### src/rtl/pipe_reg_ctrl.sv
// Stall/flush sequencer driving enable and sync-reset pins of the pipeline registers.
// Optional stall-cycle counter built when PIPE_CTRL_PERF_EN is defined.
module pipe_reg_ctrl #(
    parameter int NREG   = 4,
    parameter int MC_LAT = 4
) (
    input  logic            clk,
    input  logic            rst,
    input  logic            load_use,
    input  logic            branch_taken,
    input  logic            exception,
    input  logic            ext_stall,
    input  logic            mc_start,
    output logic [NREG-1:0] stage_en,
    output logic [NREG-1:0] stage_flush,
    output logic            pc_en,
    output logic            busy
`ifdef PIPE_CTRL_PERF_EN
    ,
    output logic [31:0]     stall_cnt
`endif
);

    typedef enum logic {
        RUN    = 1'b0,
        MCBUSY = 1'b1
    } state_t;

    localparam logic [7:0] LP_MC_INIT = 8'(MC_LAT - 1);

    state_t          r_state;
    logic [7:0]      r_cnt;
    state_t          w_nstate;
    logic [7:0]      w_ncnt;
    logic [NREG-1:0] w_en;
    logic [NREG-1:0] w_fl;
    logic            w_pc;

    always_comb begin
        w_en     = '1;
        w_fl     = '0;
        w_pc     = 1'b1;
        w_nstate = r_state;
        w_ncnt   = r_cnt;
        if (!rst) begin
            w_en = '0;
            w_fl = '1;
            w_pc = 1'b0;
        end else if (exception) begin
            w_fl     = '1;
            w_nstate = RUN;
            w_ncnt   = '0;
        end else if (ext_stall) begin
            w_en = '0;
            w_pc = 1'b0;
        end else if (r_state == MCBUSY) begin
            if (r_cnt == 8'd1) begin
                w_nstate = RUN;
                w_ncnt   = '0;
            end else begin
                // Hold IF/ID and ID/EX, feed bubbles into EX/MEM
                w_pc     = 1'b0;
                w_en[0]  = 1'b0;
                w_en[1]  = 1'b0;
                w_fl[2]  = 1'b1;
                w_ncnt   = r_cnt - 8'd1;
            end
        end else if (mc_start) begin
            w_pc     = 1'b0;
            w_en[0]  = 1'b0;
            w_en[1]  = 1'b0;
            w_fl[2]  = 1'b1;
            w_ncnt   = LP_MC_INIT;
            w_nstate = MCBUSY;
        end else if (branch_taken) begin
            w_fl[0] = 1'b1;
            w_fl[1] = 1'b1;
        end else if (load_use) begin
            w_pc    = 1'b0;
            w_en[0] = 1'b0;
            w_fl[1] = 1'b1;
        end
    end

    always_ff @(posedge clk or negedge rst) begin
        if (!rst) begin
            r_state <= RUN;
            r_cnt   <= '0;
        end else begin
            r_state <= w_nstate;
            r_cnt   <= w_ncnt;
        end
    end

    assign stage_en    = w_en;
    assign stage_flush = w_fl;
    assign pc_en       = w_pc;
    assign busy        = rst && (r_state == MCBUSY);

`ifdef PIPE_CTRL_PERF_EN
    logic [31:0] r_stall_cnt;

    always_ff @(posedge clk or negedge rst) begin
        if (!rst) begin
            r_stall_cnt <= '0;
        end else if (!w_pc && (r_stall_cnt != '1)) begin
            r_stall_cnt <= r_stall_cnt + 32'd1;
        end
    end

    assign stall_cnt = r_stall_cnt;
`endif

endmodule

### config.mk
export PLATFORM = sky130hd
export DESIGN_NAME = pipe_reg_ctrl
export DESIGN_NICKNAME = d
export VERILOG_FILES = /design/src/rtl/pipe_reg_ctrl.sv
export SDC_FILE = /design/constraint.sdc
export NUM_CORES = 1
export LEC_CHECK = 0
export ABC_AREA = 0
export CAP_MARGIN = 20
export CORE_AREA = 5 5 42 44
export DETAILED_ROUTE_END_ITERATION = 10
export DIE_AREA = 0 0 47 49
export GPL_TIMING_DRIVEN = 1
export PLACE_DENSITY = 0.87
export SKIP_CTS_REPAIR_TIMING = 1
export SLEW_MARGIN = 10
export SYNTH_ARGS = -nofsm -noshare
export SYNTH_HDL_FRONTEND = slang
export SYNTH_SLANG_ARGS = --single-unit
### constraint.sdc
create_clock -name clk -period 4.5 [get_ports clk]
set_input_delay 0.9 -clock clk [delete_from_list [all_inputs] [get_ports clk]]
set_output_delay 0.9 -clock clk [all_outputs]
set_load 0.01 [all_outputs]
Yosys cells after proc, flatten, opt, wreduce, memory -nomap -nowiden
Index checks and enable logic that the tools add are counted.

Add/subtract/negate cells: 1. Eq/ne operators: 2. Mux-type cells: 34. Reduce and logical (&&, ||, !) cells: 4.

Operator list (count): $mux W8 (5); $mux W1 (18); $mux W2 (6); $mux W4 (3); $eq A8 B1 Y1 const B (1); $sub A8 B1 Y8 const B (1); $mux W3 (2); $reduce_and A3 Y1 (1); $reduce_bool A3 Y1 (1); $ne A2 B2 Y1 const B (1); $reduce_and A2 Y1 (1); $logic_and A1 B1 Y1 (1).

Register bits: 9. Output and inout port bits: 10.

Logic depth before layout (Yosys ltp)
Depth after elaboration: 7. Gate-level depth with buffers: 6.

Least setup slack after synthesis
OpenSTA, ideal clock, no wires.

Path type: input to output. From: input exception. To: output stage_en[0]. Data arrival time: 1.770 ns. Required time: 3.600 ns. Path slack: 1.830 ns. Cell stages on the path: 4. Path buffers: 2. Cell sequence: clkbuf_1 -> o21ai_0 -> a21oi_1 -> buf_4.

Word-level cells in the longest chain between the ends: 2.

Ends and longest elaborated chain: start, declared (line 11) `input logic exception,`; $mux W4 (line 49) `end else if (exception) begin`; $mux W4 (line 45) `if (!rst) begin`; end, declared (line 14) `output logic [NREG-1:0] stage_en,`.

No other way between the ends.

Worst setup path in the final report
From: input exception. To: output stage_en[1].

The elaborated chain is that of the path after synthesis.

==> metrics <==
Final Hold Fails=0; post-synthesis register bit count=9; drt total wl=1.45 mm; Synth Warn #=0; Final Critical Period=3.50 ns; # DRC=0; register area share after synthesis=35.9%; clock sink total=9; max cap viols=0; clk_lat worst skew=0.26 ns; vias in the first global route=606; status=finished, final reports clean; setup violators final=0; Worst Setup Start Kind=input pin; RSZ-0062 raised after global routing=false; GRT overflow=0; Die H=49 um; dpl hpwl=roughly 1.1 mm; CTS tree=built; Fmax=0.286 GHz; Routed Antenna Nets=0; worst-path fanout max=9; cts bufs inserted=3; Worst path slowest cell=clkdlybuf4s50_1; clk slew on worst S/H paths=0.06 ns; PwrDens=412 nW/um^2; Synth Net Count=83; Max stage delay on crit path=0.56 ns; Pre-antenna DRT Iters=4; GRT Total Usage=15.2%; Initial Utilization=44.8%; Hold Path Origin=r_cnt[7]; Die ar.=2300 sq um; input/output buffers=16; worst path required time=between 3 and 4 ns; Static Leak=0.361 nW; Total Power=0.000338 W; share of cells above drive strength 1=11.0%; Peak VDD IR=0.237 mV; core area=1400 sq um; Min-Delay Path Class=register to register; setup slack, reg-to-reg=2.76 ns; htree depth=1; first-pass GRT wire length=2.56 mm; Final Slew Violations=0; GPL Wtd Cong=0.763; worst-path cell chain=clkdlybuf4s50_1 > o21ai_0 > inv_1 > and2_1 > clkdlybuf4s50_1; Worst setup startpoint=exception; kind of end point of the critical path=output pin; crit-path most repeated cell=clkdlybuf4s50_1; DR iter-0 viols=11; syn avg cell area=8.49 sq um; DR vias=about 600; fin nets=slightly above 100; worst path arrival time=2.60 ns; Worst-Margin Slew=0.518 ns; critical path class=input pin to output pin; period utilization=77.8%; Antenna diodes=0; Routed wire per std cell=13.5 um; Ports=17; Synth-to-Final Area Change=30.5%; initial antenna violation count=0; Rows=14; Max transition margin=65.2%; Syn Std Cell Area=roughly 630 sq um; CTS root buffer=clkbuf_4; total negative slack for setup checks=0 ns; die width=about 47 um; pin count of the biggest net entering global routing=16; Vias per Instance=between 5 and 6; r2r startpoint=r_cnt[1]; Post-Syn Instances=74; post-synth cell types=28; Worst Skew=0.00113 ns; Max clock buf depth=2
[Yosys cell counts]
cell	n	area share (%)
a21o_1	4	4.8
o21ai_0	6	4.8
o21ai_2	1	1.4
o211ai_1	2	2.4
dfrtp_1	9	36
buf_4	2	2.4
or4b_4	1	2.2
nand2_1	7	4.2
clkbuf_1	2	1.2
a21oi_1	2	1.6
inv_1	7	4.2
ha_1	2	4.0
and2_1	3	3.0
nand3_1	1	0.80
or3_1	2	2.0
o41ai_1	1	1.4
o21ai_1	1	0.80
nor4_2	1	2.0
o2111ai_1	1	1.4
nor3b_1	1	1.2
nor3_1	2	1.6
nor2_1	7	4.2
o21ba_2	1	1.6
xor2_1	4	5.6
a21oi_2	1	1.4
a211oi_1	1	1.2
a31oi_2	1	2.0
a31oi_1	1	1.0
[path summary, 6_finish.rpt]
kind,cells past startpoint,to
max,5,stage_en[1]
min,2,r_cnt[7]
max reg2reg,6,r_cnt[2]
min reg2reg,2,r_cnt[7]
max in group asynchronous,2,r_cnt[5]
min in group asynchronous,2,r_cnt[3]
[cell type report]
| type | instances | area (sq um) |
|---|---|---|
| Clock buffer | 4 | 26.3 |
| Tap cell | 16 | 20.0 |
| Inverter | 7 | 26.3 |
| Sequential cell | 9 | 225 |
| Timing Repair Buffer | 17 | 168 |
| Multi-Input combinational cell | 54 | 354 |
| Fill cell | 132 | 582 |
[layout by cell type, fill, tap and decap left out, types with 3 or more instances in the layout]
master           instances
a21o_1                   4
and2_1                   3
clkbuf_4                 3
clkdlybuf4s50_1         16
dfrtp_1                  9
inv_1                    7
nand2_1                  7
nor2_1                   7
o21ai_0                  6
xor2_1                   4
[where the power goes]
group	internal [W]	total [W]	leakage (nW)	switching, W
sequential	0.000107	0.000142	0.118	0.0000348
clock	0.0000342	0.0000620	0.0150	0.0000279
combinational	0.0000633	0.000134	0.228	0.0000704
total	0.000205	0.000338	0.361	0.000133
[routing by layer]
layer | share of wire [%] | GRT usage (%) | vias up
met5 | 0 | 0 | -
met4 | 2.1 | 10.1 | 0
met3 | 6.8 | 4.43 | 4
met2 | 50 | 23.3 | 22
met1 | 41 | 17.3 | 286
li1 | - | - | 291
[metrics by stage]
step	instance area, sq um	util [%]	std cells	hold slack (ns)	setup WS, ns
finish	820	58.5	107	0.561	1.00
global route	820	58.5	107	0.591	0.914
CTS	820	58.5	107	0.563	0.994
detailed placement	793	56.6	103	0.555	1.01
global placement	793	56.6	103	0.544	1.05
floorplan	628	-	74	0.518	1.83
[worst max-delay path, delay by kind of cell]
family	cells	cell delay [ns]
buffers and inverters	3	1.15
AO/OA/AOI/OAI	1	0.38
AND/OR/NAND/NOR	1	0.16
[registers in the layout, indices dropped and copies added, names as in the netlist]
signal and cells:
r_state 1, r_cnt 8
[logic make-up after synthesis]
group	share of synthesized area, %
AOI/OAI and AO/OA	25.7
xor gates and xnor gates	5.58
adders and majority gates	3.98
buffers and inverters	7.77
DFF	35.9
and+or+nand+nor	21.1
Power figures use the tool's default switching activity.
